## src/rtl/riscv_crypto_fu_aes32_dec.sv

```systemverilog
// ---------------------------------------------------------------------------
// riscv_crypto_fu_aes32_dec
//
// Purpose:
//   Multi-cycle AES decryption helper unit for 32-bit RISC-V crypto ops.
//   A single 8-bit AES inverse S-box is time-shared, one byte per cycle.
//     in_op 00 DSI        : rd = rs1 ^ rol32({24'h0, s}, 8*bs)
//     in_op 01 DSMI       : rd = rs1 ^ rol32({s*0B, s*0D, s*09, s*0E}, 8*bs)
//     in_op 10 INVSUBWORD : rd = InvSbox applied to each byte of rs2
//     in_op 11 IMIX       : rd = InvMixColumns(rs2), byte 0 is row 0
//   where s = InvSbox(rs2[8*bs +: 8]).
//
// Ports:
//   g_clk      in   1   clock, rising edge
//   g_resetn   in   1   synchronous active-low reset
//   flush      in   1   abandon any in-flight operation
//   in_valid   in   1   request valid
//   in_ready   out  1   unit idle and able to accept
//   in_op      in   2   operation select
//   in_bs      in   2   byte select (DSI/DSMI)
//   in_rs1     in  32   accumulator word
//   in_rs2     in  32   source word
//   out_valid  out  1   result valid
//   out_ready  in   1   consumer accepts result
//   out_rd     out 32   result word
//
// Parameter:
//   ZERO_WHEN_IDLE  1: out_rd reads zero while out_valid is low
//                   0: out_rd holds the last computed result
// ---------------------------------------------------------------------------

// ---------------------------------------------------------------------------
// riscv_crypto_aes_inv_sbox
//   Combinational AES inverse S-box: inverse affine map followed by the
//   multiplicative inverse in GF(2^8) mod x^8+x^4+x^3+x+1.
//   data   in  8  input byte
//   result out 8  InvSbox(data)
// ---------------------------------------------------------------------------
module riscv_crypto_aes_inv_sbox (
  input  logic [7:0] data,
  output logic [7:0] result
);

  // GF(2^8) multiply, shift-and-add with reduction by 0x11B
  function automatic logic [7:0] gf_mul(input logic [7:0] a, input logic [7:0] b);
    logic [7:0] p;
    logic [7:0] x;
    p = 8'h00;
    x = a;
    for (int i = 0; i < 8; i++) begin
      p = p ^ (b[i] ? x : 8'h00);
      x = {x[6:0], 1'b0} ^ (x[7] ? 8'h1b : 8'h00);
    end
    return p;
  endfunction

  // Multiplicative inverse as a^254 (maps 0 to 0, as AES requires)
  function automatic logic [7:0] gf_inv(input logic [7:0] a);
    logic [7:0] r;
    logic [7:0] sq;
    r  = 8'h01;
    sq = a;
    // accumulate a^(2+4+...+128) = a^254
    for (int i = 1; i < 8; i++) begin
      sq = gf_mul(sq, sq);
      r  = gf_mul(r, sq);
    end
    return r;
  endfunction

  // Inverse of the S-box affine transform: rol1 ^ rol3 ^ rol6 ^ 0x05
  function automatic logic [7:0] inv_affine(input logic [7:0] a);
    return {a[6:0], a[7]} ^ {a[4:0], a[7:5]} ^ {a[1:0], a[7:2]} ^ 8'h05;
  endfunction

  // Inverse S-box lookup
  always_comb begin
    result = gf_inv(inv_affine(data));
  end

endmodule

module riscv_crypto_fu_aes32_dec #(
  parameter bit ZERO_WHEN_IDLE = 1'b1
) (
  input  logic        g_clk,
  input  logic        g_resetn,
  input  logic        flush,
  input  logic        in_valid,
  output logic        in_ready,
  input  logic [1:0]  in_op,
  input  logic [1:0]  in_bs,
  input  logic [31:0] in_rs1,
  input  logic [31:0] in_rs2,
  output logic        out_valid,
  input  logic        out_ready,
  output logic [31:0] out_rd
);

  localparam logic [1:0] OP_DSI  = 2'b00;
  localparam logic [1:0] OP_DSMI = 2'b01;
  localparam logic [1:0] OP_ISW  = 2'b10;
  localparam logic [1:0] OP_IMIX = 2'b11;

  typedef enum logic [1:0] {
    IDLE = 2'd0,
    SUB  = 2'd1,
    MIX  = 2'd2,
    DONE = 2'd3
  } state_t;

  state_t      state_r;
  state_t      next_state_s;

  logic [1:0]  op_r;
  logic [1:0]  bs_r;
  logic [1:0]  cnt_r;
  logic [31:0] rs1_r;
  logic [31:0] rs2_r;
  logic [23:0] acc_r;       // INVSUBWORD bytes 0..2; byte 3 goes straight to the result
  logic [7:0]  s_r;         // substituted byte held between SUB and MIX for DSMI
  logic [31:0] res_r;
  logic        out_valid_r;

  logic        in_ready_s;
  logic        accept_s;
  logic        sub_last_s;
  logic        load_res_s;
  logic        clear_res_s;
  logic [1:0]  sel_s;
  logic [7:0]  sbox_in_s;
  logic [7:0]  sbox_out_s;
  logic [31:0] res_next_s;

  // xtime: multiply by 02 in GF(2^8)
  function automatic logic [7:0] xt(input logic [7:0] a);
    return {a[6:0], 1'b0} ^ (a[7] ? 8'h1b : 8'h00);
  endfunction

  // Packed inverse-MixColumns coefficients of one byte: {a*0B, a*0D, a*09, a*0E}
  function automatic logic [31:0] mul_set(input logic [7:0] a);
    logic [7:0] x2;
    logic [7:0] x4;
    logic [7:0] x8;
    x2 = xt(a);
    x4 = xt(x2);
    x8 = xt(x4);
    return {x8 ^ x2 ^ a, x8 ^ x4 ^ a, x8 ^ a, x8 ^ x4 ^ x2};
  endfunction

  // Rotate a word left by whole bytes
  function automatic logic [31:0] rol_bytes(input logic [31:0] w, input logic [1:0] bs);
    logic [31:0] r;
    case (bs)
      2'd0:    r = w;
      2'd1:    r = {w[23:0], w[31:24]};
      2'd2:    r = {w[15:0], w[31:16]};
      2'd3:    r = {w[7:0],  w[31:8]};
      default: r = w;
    endcase
    return r;
  endfunction

  // InvMixColumns on one column, byte 0 (bits 7:0) is row 0
  function automatic logic [31:0] inv_mix(input logic [31:0] a);
    logic [31:0] m0;
    logic [31:0] m1;
    logic [31:0] m2;
    logic [31:0] m3;
    logic [7:0]  r0;
    logic [7:0]  r1;
    logic [7:0]  r2;
    logic [7:0]  r3;
    // field layout of mul_set: [31:24]=*0B [23:16]=*0D [15:8]=*09 [7:0]=*0E
    m0 = mul_set(a[7:0]);
    m1 = mul_set(a[15:8]);
    m2 = mul_set(a[23:16]);
    m3 = mul_set(a[31:24]);
    r0 = m0[7:0] ^ m1[31:24] ^ m2[23:16] ^ m3[15:8];
    r1 = m1[7:0] ^ m2[31:24] ^ m3[23:16] ^ m0[15:8];
    r2 = m2[7:0] ^ m3[31:24] ^ m0[23:16] ^ m1[15:8];
    r3 = m3[7:0] ^ m0[31:24] ^ m1[23:16] ^ m2[15:8];
    return {r3, r2, r1, r0};
  endfunction

  // The single shared inverse S-box
  riscv_crypto_aes_inv_sbox u_inv_sbox (
    .data   (sbox_in_s),
    .result (sbox_out_s)
  );

  // FSM state register
  always_ff @(posedge g_clk) begin
    if (!g_resetn) begin
      state_r <= IDLE;
    end else begin
      state_r <= next_state_s;
    end
  end

  // FSM next-state logic; flush returns to IDLE from every state
  always_comb begin
    next_state_s = state_r;
    case (state_r)
      IDLE: begin
        if (in_valid && !flush) begin
          next_state_s = (in_op == OP_IMIX) ? MIX : SUB;
        end else begin
          next_state_s = IDLE;
        end
      end
      SUB: begin
        if (flush) begin
          next_state_s = IDLE;
        end else if (!sub_last_s) begin
          next_state_s = SUB;
        end else if (op_r == OP_DSMI) begin
          next_state_s = MIX;
        end else begin
          next_state_s = DONE;
        end
      end
      MIX: begin
        if (flush) begin
          next_state_s = IDLE;
        end else begin
          next_state_s = DONE;
        end
      end
      DONE: begin
        if (flush || out_ready) begin
          next_state_s = IDLE;
        end else begin
          next_state_s = DONE;
        end
      end
      default: next_state_s = IDLE;
    endcase
  end

  // FSM output decode: handshake and datapath control strobes
  always_comb begin
    in_ready_s  = (state_r == IDLE);
    accept_s    = in_ready_s && in_valid && !flush;
    // DSI/DSMI substitute one byte; INVSUBWORD walks all four
    sub_last_s  = (op_r != OP_ISW) || (cnt_r == 2'd3);
    sel_s       = (op_r == OP_ISW) ? cnt_r : bs_r;
    load_res_s  = (next_state_s == DONE) && (state_r != DONE);
    clear_res_s = ZERO_WHEN_IDLE && (state_r == DONE) && (next_state_s == IDLE);
  end

  // Select the rs2 byte presented to the shared S-box
  always_comb begin
    case (sel_s)
      2'd0:    sbox_in_s = rs2_r[7:0];
      2'd1:    sbox_in_s = rs2_r[15:8];
      2'd2:    sbox_in_s = rs2_r[23:16];
      2'd3:    sbox_in_s = rs2_r[31:24];
      default: sbox_in_s = rs2_r[7:0];
    endcase
  end

  // Final result word, formed on the edge that enters DONE
  always_comb begin
    res_next_s = res_r;
    case (state_r)
      SUB: begin
        if (op_r == OP_ISW) begin
          res_next_s = {sbox_out_s, acc_r};
        end else begin
          res_next_s = rs1_r ^ rol_bytes({24'h000000, sbox_out_s}, bs_r);
        end
      end
      MIX: begin
        if (op_r == OP_IMIX) begin
          res_next_s = inv_mix(rs2_r);
        end else begin
          res_next_s = rs1_r ^ rol_bytes(mul_set(s_r), bs_r);
        end
      end
      default: res_next_s = res_r;
    endcase
  end

  // Request operands, captured only on accept so later input changes are ignored
  always_ff @(posedge g_clk) begin
    if (!g_resetn) begin
      op_r  <= OP_DSI;
      bs_r  <= 2'd0;
      rs1_r <= 32'h00000000;
      rs2_r <= 32'h00000000;
    end else if (accept_s) begin
      op_r  <= in_op;
      bs_r  <= in_bs;
      rs1_r <= in_rs1;
      rs2_r <= in_rs2;
    end
  end

  // Byte counter for INVSUBWORD; naturally wraps 3 -> 0
  always_ff @(posedge g_clk) begin
    if (!g_resetn) begin
      cnt_r <= 2'd0;
    end else if (accept_s || flush) begin
      cnt_r <= 2'd0;
    end else if ((state_r == SUB) && (op_r == OP_ISW)) begin
      cnt_r <= cnt_r + 2'd1;
    end
  end

  // Partial-result capture during SUB
  always_ff @(posedge g_clk) begin
    if (!g_resetn) begin
      acc_r <= 24'h000000;
      s_r   <= 8'h00;
    end else if (state_r == SUB) begin
      if (op_r == OP_ISW) begin
        case (cnt_r)
          2'd0:    acc_r[7:0]   <= sbox_out_s;
          2'd1:    acc_r[15:8]  <= sbox_out_s;
          2'd2:    acc_r[23:16] <= sbox_out_s;
          default: acc_r        <= acc_r;
        endcase
      end else begin
        s_r <= sbox_out_s;
      end
    end
  end

  // Registered result word and valid flag
  always_ff @(posedge g_clk) begin
    if (!g_resetn) begin
      res_r       <= 32'h00000000;
      out_valid_r <= 1'b0;
    end else begin
      out_valid_r <= (next_state_s == DONE);
      if (load_res_s) begin
        res_r <= res_next_s;
      end else if (clear_res_s) begin
        res_r <= 32'h00000000;
      end
    end
  end

  assign in_ready  = in_ready_s;
  assign out_valid = out_valid_r;
  assign out_rd    = res_r;

endmodule

```

## config.mk

```make
export PLATFORM = sky130hd
export DESIGN_NAME = riscv_crypto_fu_aes32_dec
export DESIGN_NICKNAME = d
export VERILOG_FILES = /design/src/rtl/riscv_crypto_fu_aes32_dec.sv
export SDC_FILE = /design/constraint.sdc
export NUM_CORES = 1
export LEC_CHECK = 0
export BUFFER_PORTS_ARGS = -buffer_cell sky130_fd_sc_hd__buf_2
export CORE_MARGIN = 10
export CORE_UTILIZATION = 35
export DETAILED_ROUTE_END_ITERATION = 12
export GPL_TIMING_DRIVEN = 0
export PLACE_DENSITY = 0.49
export RECOVER_POWER = 50
export REMOVE_ABC_BUFFERS = 1
export SLEW_MARGIN = 0
export SYNTH_ARGS = -nofsm -noshare
export SYNTH_HDL_FRONTEND = slang
export SYNTH_SLANG_ARGS = --single-unit
```

## constraint.sdc

```tcl
create_clock -name g_clk -period 32 [get_ports g_clk]
set_input_delay 0 -clock g_clk [delete_from_list [all_inputs] [get_ports g_clk]]
set_output_delay 0 -clock g_clk [all_outputs]
set_load 0.005 [all_outputs]
```

==> run metrics, run 1 <==
status complete, but fails checks; violated checks negative hold slack, max-capacitance violations, max-slew violations; Fmax 0.0343 GHz; Post-route DRC 0; post-layout min period 29120 ps; CP Data Arrival Time 29460 ps; first-pass GRT wire length roughly 160000 µm; most frequent CP cell xnor2_1; register bit count reported by yosys around 140; reg2reg path depth 74; num ports 107; area grow syn2layout 9.80%; top cells by area, synth xnor2_1 (20%), dfxtp_1 (9.9%), xnor3_1 (8.1%), nor2_1 (6.3%), xor2_1 (6.2%); Yosys top cell by area xnor2_1; Antenna Nets Post-Route 0; Worst Setup Start Kind flop; DIE AREA 91200 µm²; hold slack -22.7 ps; FP Rows 103; NumNets Final 3820; wire per inst approximately 22 µm; reg2reg end out_rd[18]; global route total overflow 0; HPWL after detailed placement between 70000 and 80000 µm; vias in the first global route between 20000 and 25000; Slew Viols, Final 41; final hold violation count 2; Post-Synthesis Cells between 3000 and 4000; Starting Density 0.353; crit path launch bs_r[0]; max incr delay on CP between 1000 and 1500 ps; Core ar. 78900 µm²; count of unique library cells instantiated by Yosys 110; start of the worst register-to-register path bs_r[0]; Pre-antenna DRT Iters 6; critical path endpoint out_rd[18]; CP Capture Type flop; Final period util 0.910; Main synth FF type dfxtp_1; R2R Setup Slk between 2000 and 3000 ps; max_slew headroom -0.221; Routed WL around 110000 µm; dpl ws slightly below 3000 ps; DIE WIDTH about 300 µm; CTS tree done; most common cell after layout, fill and taps aside xnor2_1; Final WS setup 2880 ps; clk sinks roughly 140; Clock Tree Buf Depth 2; Critical Path Slowest Stage Cell ha_1; Post-synth EDFFs 0; Placer Congestion approximately 0.91; FFs w/ async S/R, synth 0; drt via density roughly 5.6; RSZ-0062 raised after global routing false; Final Setup Violations 0; largest net degree at the start of global routing 60; Synthesis Warnings 0; Chip Height between 300 and 400 µm; commonest cells after routing, fill and taps aside xnor2_1 (626), nor2_1 (466), nand2_1 (429); Avg Cell Area, Syn 7.48 µm²; layout cell share with drive strength beyond 1 0.0725; initial DRC count 2252; WP data required between 30000 and 40000 ps; cts bufs inserted 17; critical path type reg -> reg; # Max-Cap Violations 1; post-synthesis sequential area ratio 0.0985; Root Buffer clkbuf_16; crit-path max FO 41; Clock Latency Late Sink 460 ps; worst min-delay path category in -> reg; post-cts gate resize count 0; post-synth top area share 0.202; initial antenna violation count 3; I/O Buffers approximately 110; Worst-path clk slew approximately 70 ps; skew final 16.7 ps; hold path startpoint in_valid; Cell Area, Synth about 28000 µm²; GRT Total Usage 0.223; DR vias about 27000; worst slew pin tran between 1500 and 2000 ps; H-tree Lvls 4
## timing repair
item / 4_1_cts / 5_1_grt
endpoints found under the hold margin: 75 / 0
hold buffers: 78 / 0
setup buffers: 0 / 0
setup endpoints to repair: 0 / 0
## layer usage
layer	track usage	up-vias	part of all wire
li1	-	12800	-
met1	0.332	12800	0.49
met2	0.335	898	0.43
met3	0.0308	107	0.067
met4	0.0496	2	0.019
met5	0	-	0.00012
## kinds of logic (layout without fill, tap and decap cells)
group / count (synthesis) / count (layout) / synth area share
muxes: 94 / 94 / 0.0351
other: 0 / 2 / 0
AOI/OAI and AO/OA: 869 / 869 / 0.212
xor gates and xnor gates: 998 / 998 / 0.388
buffers and inverters: 365 / 343 / 0.0534
and+or+nand+nor: 1191 / 1191 / 0.184
adders and majority gates: 66 / 66 / 0.0293
DFF: 137 / 137 / 0.0985
## worst max-delay path, delay by kind of cell, from the launching register on
family	cells	cell delay, ps
AO/OA/AOI/OAI	8	2890
XOR/XNOR	30	10570
flip-flops	1	590
AND/OR/NAND/NOR	6	1460
adder cells (fa/ha/maj)	10	5560
multiplexers	5	1960
buffers and inverters	15	5840
## synthesized netlist by cell type (all sizes together) (17+ instances only)
library cell,n
clkbuf,170
and3,22
buf,99
o211ai,54
and2,20
a211o,20
nand2,430
o221ai,23
inv,85
a21oi,220
o211a,23
nor2,469
mux2i,77
ha,62
nand2b,17
o22ai,37
xnor3,107
o21ai,167
xor2,210
a211oi,103
xnor2,666
a22oi,29
dfxtp,137
or3,22
nand3,42
nor3,86
## cell type report
class,count,area (µm²)
clock buffers,17,425
diodes,2,5.00
clock inverters,15,174
inverters,96,363
well taps,1050,1310
repair buffers,215,1710
multi-input cells,3218,23800
flip-flops and latches,137,2750
fillers,8359,48300
## registers in the layout, summed over array words and instances, names as in the netlist
name       count
cnt_r          2
state_r        2
bs_r           2
out_valid      1
rs1_r         32
acc_r         24
rs2_r         32
out_rd        32
s_r            8
op_r           2
## per-stage QoR
stage,TNS (ps),util,area [µm²],instances
2_1_floorplan,0,-,26700,3451
3_3_place_gp,-444070,0.362,28600,4607
3_5_place_dp,0,0.371,29300,4638
4_1_cts,0,0.388,30600,4748
5_1_grt,0,0.387,30600,4750
6_report,0,0.387,30600,4750
## worst min-delay path by stage
stage | endpoint | cells past startpoint
2_1_floorplan | state_r[1] | 1
3_3_place_gp | rs1_r[3] | 3
3_5_place_dp | rs1_r[16] | 3
4_1_cts | cnt_r[0] | 4
5_1_grt | cnt_r[0] | 4
6_report | cnt_r[0] | 4
Power of run 1 is left out: the tool's default activity adds up to more than one toggle a clock period on the data nets, which glitch-free logic cannot reach.
==> inputs of run 2 (changes only) <==
Settings changed: PLACE_DENSITY 0.49 to 0.51.
Clock period 32 ns to 25 ns, I/O delays scaled along.
==> run 2 against run 1 <==
The run ends with max-capacitance violations, max-slew violations left. Sequential cell count unchanged. Hold slack improved by 74 ps. Via count shrank 0.27%. Core utilization up 0.60 points. Largest cell class unchanged.
==> run metrics, run 2 (same netlist as run 1, synthesis figures left out) <==
status complete, but fails checks; violated checks max-capacitance violations, max-slew violations; Pre-antenna DRT Iters 6; HPWL after detailed placement 72300 µm; Root Buffer clkbuf_16; Placer Congestion between 0.8 and 0.9; Worst-path clk slew ~60 ps; GRT Total Usage 0.208; WP data required about 25000 ps; fin cells ~4800; DP Cell Count approximately 4600; crit-path max FO 42; commonest cells after routing, fill and taps aside xnor2_1 (613), nor2_1 (465), nand2_1 (428); CP Capture Type flop; initial antenna violation count 2; initial DRC count approximately 2200; Clock Tree Buf Depth 2; worst slew pin tran between 4000 and 5000 ps; skew final approximately 10 ps; global route total overflow 0; Worst Setup Start Kind flop; Final Setup Violations 0; largest net degree at the start of global routing 70; clk sinks 137; Design Area, Final between 30000 and 40000 µm²; n_diodes 0; TNS Setup 0 ps; cts bufs inserted 17; most frequent CP cell xnor2_1; critical path type reg -> reg; NumNets Final roughly 3800; Routed WL between 90000 and 100000 µm; Post-route DRC 0; Starting Density 0.353; layout cell share with drive strength beyond 1 0.0913; Slew Viols, Final around 100; worst min-delay path category in -> reg; Core ar. slightly below 80000 µm²; I/O Buffers around 110; area grow syn2layout 11.5%; num ports between 100 and 150; placed cell area between 20000 and 30000 µm²; final hold violation count 0; R2R Setup Slk ~1300 ps; wire per inst 20.7 µm; FP Rows approximately 100; DR vias 26600; hold slack 50.9 ps; post-layout min period ~24000 ps; DIE AREA 91200 µm²; first-pass GRT wire length 152000 µm; Filler cells just over 8000; Critical Path Slowest Stage Cell a221oi_1; Final period util 0.947; most common cell after layout, fill and taps aside xnor2_1; DIE WIDTH between 300 and 400 µm; CTS tree done; H-tree Lvls 4; Antenna Nets Post-Route 0; Fmax 0.0422 GHz; CP Data Arrival Time between 20000 and 25000 ps; drt via density around 5.6; Clock Latency Late Sink 450 ps; # Max-Cap Violations 2; vias in the first global route between 20000 and 25000; Chip Height roughly 300 µm; max_slew headroom -1.90; max incr delay on CP between 600 and 700 ps
-- run 2: cell count changes in the layout (fill, tap and decap cells not counted), moves of 5 or more --
cell,previous run,this run
buf_4,1,16
xnor2_1,626,613
xnor2_2,38,47
dlygate4sd3_1,78,70
clkinvlp_4,5,12
xor2_4,4,11
ha_1,62,56
clkinv_1,11,6
ha_2,0,5
inv_1,77,72
-- run 2: critical path, delay by kind of cell, from the launching register on --
| family | cells | cell delay, ps |
|---|---|---|
| and+or+nand+nor | 8 | 1950 |
| buffers and inverters | 15 | 3770 |
| muxes | 3 | 560 |
| DFF | 1 | 600 |
| adders and majority gates | 7 | 3030 |
| AOI/OAI and AO/OA | 16 | 5140 |
| xor gates and xnor gates | 28 | 8400 |
-- run 2: cell type report --
class / instances / area, µm² / share of cell area
timing repair inverter: 4 / 20.0 / 0.000645
timing repair buffer: 220 / 1760 / 0.0569
multi-input combinational: 3224 / 24200 / 0.781
inverter: 96 / 395 / 0.0127
tap: 1050 / 1310 / 0.0423
clock buffer: 17 / 425 / 0.0137
sequential: 137 / 2750 / 0.0885
clock inverter: 14 / 126 / 0.00407
-- run 2: repair_timing --
item,4_1_cts,5_1_grt
cloned,7,3
setup endpoints to repair,64,64
hold buffers,70,0
pin swaps,3,5
setup buffers,7,10
gates resized for setup,37,38
hold endpoints to repair,75,0
-- run 2: metal layers --
metal / track usage / vias up / share of wire
met5: 0 / - / 0
met4: 0.0446 / 0 / 0.019
met3: 0.0206 / 93 / 0.058
met2: 0.330 / 869 / 0.45
met1: 0.299 / 12700 / 0.48
li1: - / 12900 / -
-- run 2: per-stage QoR --
step,setup WS (ps),utilization
CTS,28.8,0.390
global route,-14.3,0.393
floorplan,-943,-
finish,1330,0.393
global placement,-13750,0.362
detailed placement,-4200,0.370
-- run 2: path summary, 6_finish.rpt --
path,start,to,cells after the start
worst min register to register,out_rd[5],out_rd[5],2
worst min-delay path,in_valid,cnt_r[0],4
worst max-delay path,bs_r[0],out_rd[19],77
worst max register to register,bs_r[0],out_rd[19],77
Power of run 2 is left out for the same reason.
==> inputs of run 3 (changes only) <==
Settings changed: MAX_ROUTING_LAYER set to met4.
==> run 3 against run 2 <==
Routed wire length about the same. Critical path depth increased by 7. Highest routed layer unchanged. The run still ends with max-capacitance violations, max-slew violations left. Sequential cell count unchanged. Count of clock-buffer cells in the layout unchanged. Core utilization about the same. Hold slack got worse by 1.7 ps. Register-to-register slack about the same. Critical endpoint is now out_rd[23]. Design area about the same. Global-route usage increased by 0.63 points.
==> run metrics, run 3 (same netlist as run 1, synthesis figures left out) <==
most common cell after layout, fill and taps aside xnor2_1; commonest cells after routing, fill and taps aside xnor2_1 (614), nor2_1 (465), nand2_1 (428); CP Data Arrival Time around 24000 ps; Antenna Nets Post-Route 0; DR vias about 27000; Final Setup Violations 0; Placer Congestion 0.898; FP Rows a little over 100; WP data required 25400 ps; H-tree Lvls 4; most frequent CP cell xnor2_1; Worst-path clk slew ~60 ps; Routed WL just under 100000 µm; violated checks max-capacitance violations, max-slew violations; max incr delay on CP between 600 and 700 ps; CTS tree done; cell family with most CP delay XOR/XNOR gates; GRT Total Usage 0.214; hold path startpoint in_valid; critical path type reg -> reg; worst slew pin tran about 4300 ps; Clock Tree Buf Depth 2; start of the worst register-to-register path bs_r[0]; NumNets Final around 3800; area grow syn2layout 11.5%; cts bufs inserted 17; initial DRC count ~2400; drt via density between 5 and 6; DIE AREA between 90000 and 100000 µm²; Design Area, Final ~31000 µm²; crit-path max FO 42; wire per inst between 20 and 25 µm; num ports ~110; global route total overflow 0; first-pass GRT wire length ~150000 µm; Chip Height 302 µm; I/O Buffers approximately 110; Post-route DRC 0; Critical Path Slowest Stage Cell ha_1; layout cell share with drive strength beyond 1 0.0913; largest net degree at the start of global routing 70; Root Buffer clkbuf_16; reg2reg end out_rd[23]; skew final between 10 and 15 ps; post-layout min period roughly 24000 ps; CP Capture Type flop; Worst Setup Start Kind flop; Fmax between 0.04 and 0.05 GHz; # Max-Cap Violations 3; Starting Density 0.353; vias in the first global route roughly 25000; Worst Path Buf+Inv 17; Slew Viols, Final just over 100; Pre-antenna DRT Iters 6; reg2reg path depth 84; worst hold path endpoint cnt_r[0]; Clock Latency Late Sink 450 ps; Core ar. slightly below 80000 µm²; worst min-delay path category in -> reg; n_diodes 0; dpl ws -4200 ps; Final period util 0.947; Hold Crit Depth 4; crit path launch bs_r[0]; clk sinks roughly 140; initial antenna violation count 2; HPWL after detailed placement 72300 µm; DIE WIDTH 302 µm; Final WS setup approximately 1300 ps; final hold violation count 0; status complete, but fails checks; R2R Setup Slk about 1300 ps; placed cell area slightly below 30000 µm²; max_slew headroom -1.89
==> run 3: worst max path at each step <==
stage / to / slack [ps] / cells after the start
6_report: out_rd[23] / 1320 / 84
5_1_grt: out_rd[23] / -30 / 84
4_1_cts: out_rd[18] / 30 / 80
3_5_place_dp: out_rd[19] / -4200 / 74
3_3_place_gp: out_rd[19] / -13750 / 71
2_1_floorplan: out_rd[2] / -940 / 73
==> run 3: timing repair <==
item                       4_1_cts  5_1_grt
hold buffers                    70        0
resized for setup               37       38
buffers inserted                 7       10
setup endpoints to repair       64       64
pin swaps                        3        5
hold endpoints to repair        75        0
gates cloned                     7        3
==> run 3: final cells by class <==
type                       count  area (µm²)
timing repair inverter         4        20.0
clock inverter                14         126
tap                         1050        1310
clock buffer                  17         425
fill                        8250       47800
inverter                      96         395
sequential                   137        2750
multi-input combinational   3224       24200
timing repair buffer         220        1760
==> run 3: stage by stage <==
stage | instances | utilization | hold WS, ps | TNS, ps
CTS | 4749 | 0.390 | 65.2 | 0
detailed placement | 4634 | 0.370 | 247 | -214020
floorplan | 3451 | - | 122 | -36660
global placement | 4607 | 0.362 | 247 | -840780
finish | 4762 | 0.393 | 49.1 | 0
global route | 4762 | 0.393 | 72.7 | -28.0
==> run 3: metal layers <==
metal,vias up,routed length (µm),GRT usage
met4,0,1730,0.0428
met1,12800,47300,0.300
met3,91,5570,0.0203
met5,-,0,-
met2,888,44100,0.330
li1,12900,-,-
==> run 3: worst register-to-register path, delay by kind of cell (launching register included) <==
family,cells,cell delay (ps)
simple gates,15,3550
buf+inv,17,4000
compound gates,16,4380
xor+xnor,25,6770
mux,2,290
fa+ha+maj,9,4030
flops,1,600
Power of run 3 is left out for the same reason.
